--- src/rtl/mux_scan_ctrl.sv ---
// Scan controller for a 4:1 mux: steps the selects, samples each channel
// after a settle dwell, and hands complete 4-bit frames to a consumer.
module mux_scan_ctrl #(
   parameter int DWELL_W = 4
) (
   input  logic               clk,
   input  logic               rst_n,
   input  logic               enable,
   input  logic [DWELL_W-1:0] dwell,
   input  logic               mux_out,
   input  logic               frame_ready,
   output logic               s0,
   output logic               s1,
   output logic [3:0]         frame,
   output logic               frame_valid,
   output logic               overrun,
   output logic               busy
);

   typedef enum logic {IDLE, SCAN} state_t;

   state_t             state_q, state_d;
   logic [1:0]         sel_q, sel_d;
   logic [DWELL_W-1:0] count_q, count_d;
   logic [DWELL_W-1:0] dwell_q, dwell_d;
   logic [3:0]         shift_q, shift_d;
   logic [3:0]         frame_d;
   logic               fv_d, ov_d, busy_d;
   logic               last;
   logic [3:0]         assembled;

   always_ff @(posedge clk or negedge rst_n) begin
      if (!rst_n) state_q <= IDLE;
      else        state_q <= state_d;
   end

   always_comb begin
      state_d = state_q;
      unique case (state_q)
         IDLE: if (enable)  state_d = SCAN;
         SCAN: if (!enable) state_d = IDLE;
         default: state_d = IDLE;
      endcase
   end

   // ch d is sampled on the completing edge, so it bypasses the shift bits
   assign last      = (state_q == SCAN) && (count_q == '0) && (sel_q == 2'd3);
   assign assembled = {mux_out, shift_q[2:0]};

   always_comb begin
      sel_d   = sel_q;
      count_d = count_q;
      dwell_d = dwell_q;
      shift_d = shift_q;
      frame_d = frame;
      fv_d    = frame_valid;
      ov_d    = overrun;
      unique case (state_q)
         IDLE: begin
            sel_d   = 2'd0;
            count_d = '0;
            if (enable) begin
               dwell_d = dwell;
               count_d = dwell;
            end
         end
         SCAN: begin
            if (count_q != '0) begin
               count_d = count_q - 1'b1;
            end else begin
               shift_d[sel_q] = mux_out;
               if (sel_q != 2'd3) begin
                  sel_d   = sel_q + 2'd1;
                  count_d = dwell_q;
               end else begin
                  sel_d   = 2'd0;
                  dwell_d = dwell;
                  count_d = dwell;
               end
            end
            if (!enable) begin
               sel_d   = 2'd0;
               count_d = '0;
               shift_d = 4'd0;
               ov_d    = 1'b0;
            end
         end
         default: ;
      endcase
      if (last && (!frame_valid || frame_ready)) begin
         frame_d = assembled;
         fv_d    = 1'b1;
      end else if (last) begin
         ov_d = 1'b1;
      end else if (frame_valid && frame_ready) begin
         fv_d = 1'b0;
      end
      busy_d = (state_d == SCAN);
   end

   always_ff @(posedge clk or negedge rst_n) begin
      if (!rst_n) begin
         sel_q       <= 2'd0;
         count_q     <= '0;
         dwell_q     <= '0;
         shift_q     <= 4'd0;
         frame       <= 4'd0;
         frame_valid <= 1'b0;
         overrun     <= 1'b0;
         busy        <= 1'b0;
      end else begin
         sel_q       <= sel_d;
         count_q     <= count_d;
         dwell_q     <= dwell_d;
         shift_q     <= shift_d;
         frame       <= frame_d;
         frame_valid <= fv_d;
         overrun     <= ov_d;
         busy        <= busy_d;
      end
   end

   assign s0 = sel_q[0];
   assign s1 = sel_q[1];

endmodule

--- config.mk ---
export PLATFORM = sky130hd
export DESIGN_NAME = mux_scan_ctrl
export DESIGN_NICKNAME = d
export VERILOG_FILES = /design/src/rtl/mux_scan_ctrl.sv
export SDC_FILE = /design/constraint.sdc
export NUM_CORES = 1
export LEC_CHECK = 0
export BUFFER_PORTS_ARGS = -buffer_cell sky130_fd_sc_hd__buf_4
export CORE_ASPECT_RATIO = 1.1
export CORE_MARGIN = 5
export CORE_UTILIZATION = 55
export DETAILED_ROUTE_END_ITERATION = 8
export GPL_TIMING_DRIVEN = 0
export PLACE_DENSITY_LB_ADDON = 0.2
export SLEW_MARGIN = 30
export SYNTH_ARGS = -nofsm -noshare
export SYNTH_HDL_FRONTEND = slang
export SYNTH_SLANG_ARGS = --single-unit
--- constraint.sdc ---
create_clock -name clk -period 3.57 [get_ports clk]
set_input_delay 0.357 -clock clk [delete_from_list [all_inputs] [get_ports clk]]
set_output_delay 0.357 -clock clk [all_outputs]
set_load 0.05 [all_outputs]
# Word-level counts from Yosys, hierarchy flattened
# Cells that the tools add are included.
[totals]
output_inout_bits = 9
inputBits = 9
register_bits = 21
[classes]
mux = 25
n_eq_ne = 7
reduce_logical = 13
bitwise = 1
n_lt_le_gt_ge = 2
addsub = 2
[op_table]
columns = ["cell", "count"]
rows = [
  ["2-to-1 mux 4 bit", 8],
  ["one-hot mux 4 bit (2 select lines)", 2],
  ["2-to-1 mux 1 bit", 9],
  ["!= test 2 bit (second input constant)", 4],
  ["2-to-1 mux 2 bit", 3],
  ["AND reduction 2 bit", 3],
  ["logical AND 1 bit", 5],
  ["bitwise mux 4 bit", 1],
  ["logical NOT 4 bit", 1],
  ["one-hot mux 2 bit (2 select lines)", 1],
  ["nonzero test 4 bit", 1],
  ["subtractor 4 x 1 -> 4 bit (second input constant)", 1],
  ["less-than comparator 2 x 3 -> 1 bit (second input constant)", 1],
  ["!= test 3 bit (second input constant)", 1],
  ["adder 2 x 1 -> 2 bit (second input constant)", 1],
  ["demux 1 bit (select 2 bit)", 1],
  ["equality test 2 bit (second input constant)", 1],
  ["greater-or-equal comparator 2 x 1 -> 1 bit (second input constant)", 1],
  ["!= test 2 x 1 -> 1 bit (second input constant)", 1],
  ["nonzero test 2 bit", 1],
  ["logical NOT 1 bit", 1],
  ["logical OR 1 bit", 1],
  ["inverter 1 bit", 1],
]

# Logic depth before layout (Yosys ltp)
# Gate-level depths: netlist of run 1.
[logic_depth]
depth_word = 7
depth_mapped = 7
depth_no_buf = 6

# Worst setup path after synthesis of run 1
# OpenSTA, ideal clock, no wires.
[synth_timing]
path_type = "register -> register"
start = "register sel_q[0]"
end = "register count_q[0]"
stages_incl_launch_ff = 6
n_path_buf = 0
t_arrival_ps = 1664
slack_ps = 1787
cell_sequence = "dfrtp_1 -> ha_1 -> nand2b_1 -> mux2_2 -> a21oi_1 -> nor2b_1"
[synth_between]
elab_chain_len = 5
[synth_lines]
columns = ["item", "line_no", "source"]
rows = [
  ["start, declared", "23", "logic [1:0] sel_q, sel_d;"],
  ["start signal, assigned", "112", "sel_q <= sel_d;"],
  ["!= test 2 bit", "72", "if (sel_q != 2'd3) begin"],
  ["2-to-1 mux 4 bit", "72", ""],
  ["2-to-1 mux 4 bit", "68", "if (count_q != '0) begin"],
  ["2-to-1 mux 4 bit", "81", "if (!enable) begin"],
  ["one-hot mux 4 bit (2 select lines)", "58", "unique case (state_q)"],
  ["net count_d[0]", "24", "logic [DWELL_W-1:0] count_q, count_d;"],
  ["end signal, assigned", "113", "count_q <= count_d;"],
  ["end, declared", "24", ""],
]
# The timed path passes the listed nets, and every way through them passes these cells.
# A chain may end at the register's enable or synchronous reset.

# Worst setup path after layout of run 1
[layout_timing]
start = "register count_q[0]"
end = "register frame[3]"
[layout_between]
elab_chain_len = 4
[layout_lines]
columns = ["item", "line_no", "source"]
rows = [
  ["logical NOT 4 bit", "47", "assign last = (state_q == SCAN) && (count_q == '0) && (sel_q == 2'd3);"],
  ["logical AND 1 bit (2 in a row)", "47", ""],
  ["logical AND 1 bit", "90", "if (last && (!frame_valid || frame_ready)) begin"],
  ["end signal, assigned", "116", "frame <= frame_d;"],
  ["end, declared", "14", "output logic [3:0] frame,"],
]
# Every way passes these cells.

==> PnR_summary.wiki, run 1 <==
{| class="wikitable"
! Metric !! Value
|-
| Outcome || complete, no violations
|-
| Wire per inst || roughly 15 µm
|-
| Hold buffer count at CTS || 1
|-
| Worst max-slew margin expressed relative to the limit || just over 70%
|-
| Die ar. || approximately 0.0029 mm²
|-
| Net Count, Synth || around 120
|-
| CP Data Required Time || between 3 and 4 ns
|-
| All-Layer GR Usage || about 15%
|-
| Final core area utilization || between 60% and 70%
|-
| Min cycle time layout || about 1.8 ns
|-
| Effective utilization at floorplan || 57.85%
|-
| Final setup violation count || 0
|-
| Non-filler instance count after layout || about 140
|-
| Actual slew at the worst max-slew pin || approximately 0.42 ns
|-
| Fin. max-slew vios || 0
|-
| Placed insts || 135
|-
| Port bufs || 17
|-
| Number of flops mapped to enable cells by yosys || 0
|-
| Number of cells produced by synthesis || 100
|-
| Maximum level of the CTS H-tree || 1
|-
| Worst vdd rail ir drop || ~0.26 mV
|-
| Postcts setup bufs || 0
|-
| TritonCTS buffer count || 3
|-
| Register bit total from synthesis || 20
|-
| Max Clk Rate || between 500 and 600 MHz
|-
| Antenna diodes || 0
|-
| Die Wd || between 50 and 60 µm
|-
| Kind of start point of the critical path || flip-flop
|-
| Ranking of synthesized cells by instance count || sky130_fd_sc_hd__dfrtp_1, sky130_fd_sc_hd__inv_1, sky130_fd_sc_hd__nand2_1
|-
| Clock skew || ~0.0031 ns
|-
| TritonCTS clock tree || done
|-
| Vias || about 800
|-
| Most area-consuming cells after synthesis || sky130_fd_sc_hd__dfrtp_1, sky130_fd_sc_hd__ha_1, sky130_fd_sc_hd__mux2_4
|-
| Most numerous cell in the Yosys netlist || sky130_fd_sc_hd__dfrtp_1
|-
| MaxCap Viol Count || 0
|-
| Register area share after synthesis || slightly below 50%
|-
| Setup TNS || 0 ns
|-
| Portion of synthesized cell area occupied by the leading cell type || 48.02%
|-
| Critical Setup Path Class || reg2reg
|-
| Count of boundary I/O pins || 18
|-
| Share of post-route cells with drive strength above 1 || approximately 26%
|-
| Core footprint || around 0.0018 mm²
|-
| Drt via density || between 5 and 6
|-
| Detailed Place HPWL || roughly 1600 µm
|-
| Unrepaired setup endpoints after global routing || false
|-
| Root buffer cell || sky130_fd_sc_hd__clkbuf_4
|-
| Largest buffer count on any clock path || 2
|-
| Antenna-violating nets left || 0
|-
| Worst skew pair latency || about 0.29 ns
|-
| Storage cell area || 500.5 µm²
|-
| Antenna violations before repair || 0
|-
| First-pass GRT wire length || 3394 µm
|-
| Mapped Area || between 0.001 and 0.0015 mm²
|-
| Total leakage power || around 0.60 nW
|-
| Cells resized by post-CTS repair || 0
|-
| CP arrival || approximately 2.0 ns
|-
| Dominant synthesized flop cell || sky130_fd_sc_hd__dfrtp_1
|-
| Period Utilization, post-route || between 50 and 60%
|-
| Synth async-reset ratio || between 90% and 100%
|-
| Element type at the critical path end || flip-flop
|-
| Layout net count || 138
|-
| First DRT Iteration DRCs || 8
|-
| Final hold violations || 0
|-
| Total overflow reported by the global router || 0
|-
| Final weighted congestion of routability-driven global placement || 0.7423
|-
| Average footprint of a synthesized cell || approximately 10 µm²
|-
| Die height || between 50 and 60 µm
|-
| Total clock sinks || 20
|-
| Number of placement rows || 16
|-
| First-pass DRT Iterations || 4
|-
| Clk pin slew, worst setup/hold paths || 0.11 ns
|-
| Worst-path maximum fanout || 7
|-
| Class of the most critical hold timing path || in2reg
|-
| Yosys top cell by area || sky130_fd_sc_hd__dfrtp_1
|-
| Signed area change from the synthesized netlist to the final layout || 17.53%
|-
| Routed wire length || 2020 µm
|-
| Synth unique cells || 26
|-
| Number of global-route vias before repair || ~810
|-
| Count of warnings emitted by yosys || 0
|-
| Largest net degree at the start of global routing || 21
|-
| Layout fillers || 147
|-
| Count of unresolved DRC violations after routing || 0
|-
| Worst hold-check slack || approximately 0.2 ns
|-
| Area occupied by multi-input gates || between 400 and 500 µm²
|-
| Post-layout total power || between 0.5 and 0.6 mW
|-
| Pwr Density || between 400 and 500 mW/mm²
|}
-- path summary, 6_finish.rpt --
kind,from,end,slack [ns],cells after the start
hold / removal,enable,busy,0.20,1
hold reg to reg,frame[0],frame[0],0.49,2
setup / recovery,count_q[0],frame[3],1.77,5
setup reg to reg,count_q[0],frame[3],1.77,5
max in group asynchronous,rst_n,sel_q[0],2.89,2
min in group asynchronous,rst_n,count_q[2],0.47,2
-- through the flow --
step | setup WS, ns | cell area [µm²]
after floorplan | 1.787 | 1042
after global placement | 1.855 | 1192
after detailed placement | 1.794 | 1192
after CTS | 1.785 | 1225
after global routing | 1.662 | 1225
final | 1.772 | 1225
-- worst max-delay path: stages (launching register included) --
cell and delay (ns):
sky130_fd_sc_hd__dfrtp_1 0.42, sky130_fd_sc_hd__inv_1 0.09, sky130_fd_sc_hd__ha_1 0.20, sky130_fd_sc_hd__nor3b_4 0.31, sky130_fd_sc_hd__nand4_1 0.32, sky130_fd_sc_hd__mux2_2 0.36
-- registers in the layout, summed over array words and instances, names as in the netlist --
name	count
overrun	1
busy	1
frame_valid	1
sel_q	2
dwell_q	4
shift_q	3
count_q	4
frame	4
-- report_power, final --
part	internal, mW	total (mW)	leakage [nW]	switching (mW)
clock network	0.0393	0.107	0.0138	0.0675
registers	0.250	0.267	0.260	0.0172
logic	0.0606	0.130	0.329	0.0695
-- per-layer routing --
metal	wire (µm)	GRT usage, %	vias to the layer above
met2	1044	25.09	10
met4	31	6.742	0
met3	52	2.413	4
met5	0	0	-
met1	892	18.97	381
li1	-	-	390
-- area by class of cell --
| class | count | share of cell area, % |
|---|---|---|
| Buffer | 3 | 1.021 |
| Clock buffer | 3 | 1.839 |
| Inverter | 9 | 2.758 |
| Multi-Input combinational cell | 68 | 40.45 |
| Sequential cell | 20 | 40.86 |
| Tap cell | 18 | 1.839 |
| Timing Repair Buffer | 18 | 11.24 |
-- logic make-up after synthesis --
| group | synth area share, % |
|---|---|
| buffers and inverters | 4.441 |
| muxes | 11.04 |
| and+or+nand+nor | 15.73 |
| adders and majority gates | 7.203 |
| AOI/OAI and AO/OA | 13.57 |
| DFF | 48.02 |
-- placed cells by master (no fill, tap or decap), drive strengths merged --
cell type,count
mux2,8
o221ai,3
nor3b,1
clkbuf,5
nand4,1
mux2i,1
dfrtp,20
o311a,1
ha,6
inv,9
dlygate4sd3,1
nand3,6
nand2b,3
nor2b,2
o22ai,1
or3,1
nor3,1
a21oi,6
nor2,7
a21boi,2
and3,1
buf,18
a211oi,1
o21ai,7
nand2,9
Power figures use the tool's default switching activity.
==> run 2, diff against run 1 <==
- CORE_UTILIZATION: 55 -> 54
- clock period: 3.57 -> 1.8 ns (I/O delays scaled with it)
==> PnR_summary.wiki, run 2 (synthesized netlist as in run 1, its figures left out) <==
{| class="wikitable"
! Metric !! Value
|-
| Outcome || complete, no violations
|-
| TritonCTS clock tree || done
|-
| Pwr Density || roughly 800 mW/mm²
|-
| Count of boundary I/O pins || 18
|-
| Internal power || just over 0.7 mW
|-
| Total clock sinks || 20
|-
| Final hold violations || 0
|-
| Number of global-route vias before repair || 810
|-
| Antenna-violating nets left || 0
|-
| Antenna diodes || 0
|-
| Signed area change from the synthesized netlist to the final layout || 20.65%
|-
| Net Sw Power || 0.3007 mW
|-
| Element type at the critical path end || flip-flop
|-
| Worst hold-check slack || approximately 0.022 ns
|-
| Worst-path maximum fanout || 5
|-
| Commonest cells after routing, fill and taps aside || sky130_fd_sc_hd__buf_4, sky130_fd_sc_hd__dfrtp_1, sky130_fd_sc_hd__nand2_1, sky130_fd_sc_hd__inv_1
|-
| CP arrival || between 1.5 and 2 ns
|-
| Layout net count || around 140
|-
| CP Data Required Time || 1.99 ns
|-
| Power share of the combinational group || between 20 and 30%
|-
| Share of post-route cells with drive strength above 1 || 29.84%
|-
| Max Clk Rate || ~580 MHz
|-
| Final setup violation count || 0
|-
| Maximum level of the CTS H-tree || 1
|-
| All-Layer GR Usage || 15.19%
|-
| Vias || between 700 and 800
|-
| Wire per inst || about 14 µm
|-
| Count of unresolved DRC violations after routing || 0
|-
| Setup slack at placement || between 0.015 and 0.02 ns
|-
| Setup TNS || 0 ns
|-
| Class of the most critical hold timing path || in2reg
|-
| Total leakage power || roughly 0.6 nW
|-
| Actual slew at the worst max-slew pin || 0.4087 ns
|-
| Detailed Place HPWL || between 1000 and 1500 µm
|-
| Die Wd || between 50 and 60 µm
|-
| Largest net degree at the start of global routing || 21
|-
| Most common cell after layout, fill and taps aside || sky130_fd_sc_hd__buf_4
|-
| Critical Setup Path Class || reg2reg
|-
| Clock power share || about a fifth
|-
| Worst max-slew margin expressed relative to the limit || slightly above 70%
|-
| Post-layout worst setup margin || about 0.074 ns
|-
| Switching portion of total power || between 20% and 30%
|-
| Clk pin slew, worst setup/hold paths || approximately 0.10 ns
|-
| Clock skew || slightly above 0.0004 ns
|-
| TritonCTS buffer count || 3
|-
| Core footprint || roughly 0.0018 mm²
|-
| MaxCap Viol Count || 0
|-
| Largest buffer count on any clock path || 2
|-
| Fin. max-slew vios || 0
|-
| First-pass GRT wire length || between 3000 and 4000 µm
|-
| Worst skew pair latency || about 0.29 ns
|-
| Worst vdd rail ir drop || 0.5572 mV
|-
| Drt via density || about 5.5
|-
| Antenna violations before repair || 0
|-
| Min cycle time layout || approximately 1.7 ns
|-
| Period Utilization, post-route || 95.89%
|-
| Regs by FF count || count_q (4), dwell_q (4), frame (4)
|-
| Die ar. || between 0.002 and 0.003 mm²
|-
| Routed wire length || a little under 2000 µm
|-
| Die height || ~56 µm
|-
| Port bufs || 17
|-
| Unrepaired setup endpoints after global routing || false
|-
| First DRT Iteration DRCs || 15
|-
| Final weighted congestion of routability-driven global placement || approximately 0.74
|-
| Placed insts || between 100 and 150
|-
| Kind of start point of the critical path || flip-flop
|-
| Non-filler instance count after layout || approximately 140
|-
| Total overflow reported by the global router || 0
|-
| Proportion of power drawn by flip-flops and latches || between 50% and 60%
|-
| First-pass DRT Iterations || 4
|-
| Final core area utilization || between 60% and 70%
|-
| Number of placement rows || 16
|-
| Effective utilization at floorplan || just under 60%
|-
| Root buffer cell || sky130_fd_sc_hd__clkbuf_4
|}
==> run 2: cell types whose count changed in the layout (fill, tap and decap cells not counted) <==
cell / previous run / this run
sky130_fd_sc_hd__buf_4: 17 / 21
sky130_fd_sc_hd__buf_2: 1 / 0
sky130_fd_sc_hd__ha_1: 6 / 5
sky130_fd_sc_hd__ha_2: 0 / 1
sky130_fd_sc_hd__inv_1: 9 / 8
sky130_fd_sc_hd__inv_2: 0 / 1
sky130_fd_sc_hd__nand3_1: 6 / 5
sky130_fd_sc_hd__nand3_2: 0 / 1
==> run 2: timing repair <==
item | CTS | global route
endpoints found under the setup margin | 0 | 8
buffers inserted | 0 | 3
hold buffers | 1 | 0
resized for setup | 0 | 5
hold endpoints to repair | 20 | 0
==> run 2: critical path, stage by stage (launching register included) <==
cell	delay [ns]
sky130_fd_sc_hd__dfrtp_1	0.42
sky130_fd_sc_hd__inv_2	0.07
sky130_fd_sc_hd__ha_2	0.18
sky130_fd_sc_hd__nor3b_4	0.32
sky130_fd_sc_hd__nand3_2	0.12
sky130_fd_sc_hd__a21boi_4	0.19
sky130_fd_sc_hd__mux2_4	0.31
==> run 2: layout make-up <==
| cell class | instances | area (µm²) |
|---|---|---|
| Fill cell | 148 | 544.3 |
| Multi-Input combinational cell | 68 | 503.0 |
| Sequential cell | 20 | 500.5 |
| Timing Repair Buffer | 21 | 160.2 |
| Inverter | 9 | 33.78 |
| Clock buffer | 3 | 22.52 |
| Tap cell | 18 | 22.52 |
| Buffer | 3 | 15.01 |
==> run 2: routing by layer <==
| layer | track usage (%) | share of wire, % | wire length, µm | up-vias |
|---|---|---|---|---|
| met3 | 2.413 | 4.1 | 81 | 4 |
| met1 | 17.91 | 42 | 837 | 373 |
| met4 | 7.865 | 1.9 | 38 | 0 |
| li1 | - | - | - | 397 |
| met5 | 0 | 0 | 0 | - |
| met2 | 25.67 | 52 | 1027 | 13 |
==> run 2: path summary, 6_finish.rpt <==
path,from,end,slack (ns),cells past startpoint
worst max-delay path,count_q[0],dwell_q[0],0.07,6
worst min-delay path,enable,busy,0.02,1
worst max register to register,count_q[0],dwell_q[0],0.07,6
worst min register to register,frame[0],frame[0],0.49,2
max in group asynchronous,rst_n,frame[0],1.30,2
min in group asynchronous,rst_n,dwell_q[1],0.29,2
==> run 2: power groups by stage <==
stage | registers [mW] | logic (mW) | clock network, mW
final | 0.530 | 0.271 | 0.204
after global placement | 0.536 | 0.246 | 0
after floorplan | 0.544 | 0.174 | 0
after detailed placement | 0.539 | 0.256 | 0
after global routing | 0.538 | 0.304 | 0.227
after CTS | 0.529 | 0.259 | 0.211
==> run 2: metrics by stage <==
stage / total power, mW / instance area (µm²)
3_3_place_gp: 0.7819 / 1192
2_1_floorplan: 0.7179 / 1042
3_5_place_dp: 0.7946 / 1192
6_report: 1.005 / 1257
5_1_grt: 1.069 / 1257
4_1_cts: 0.9996 / 1225
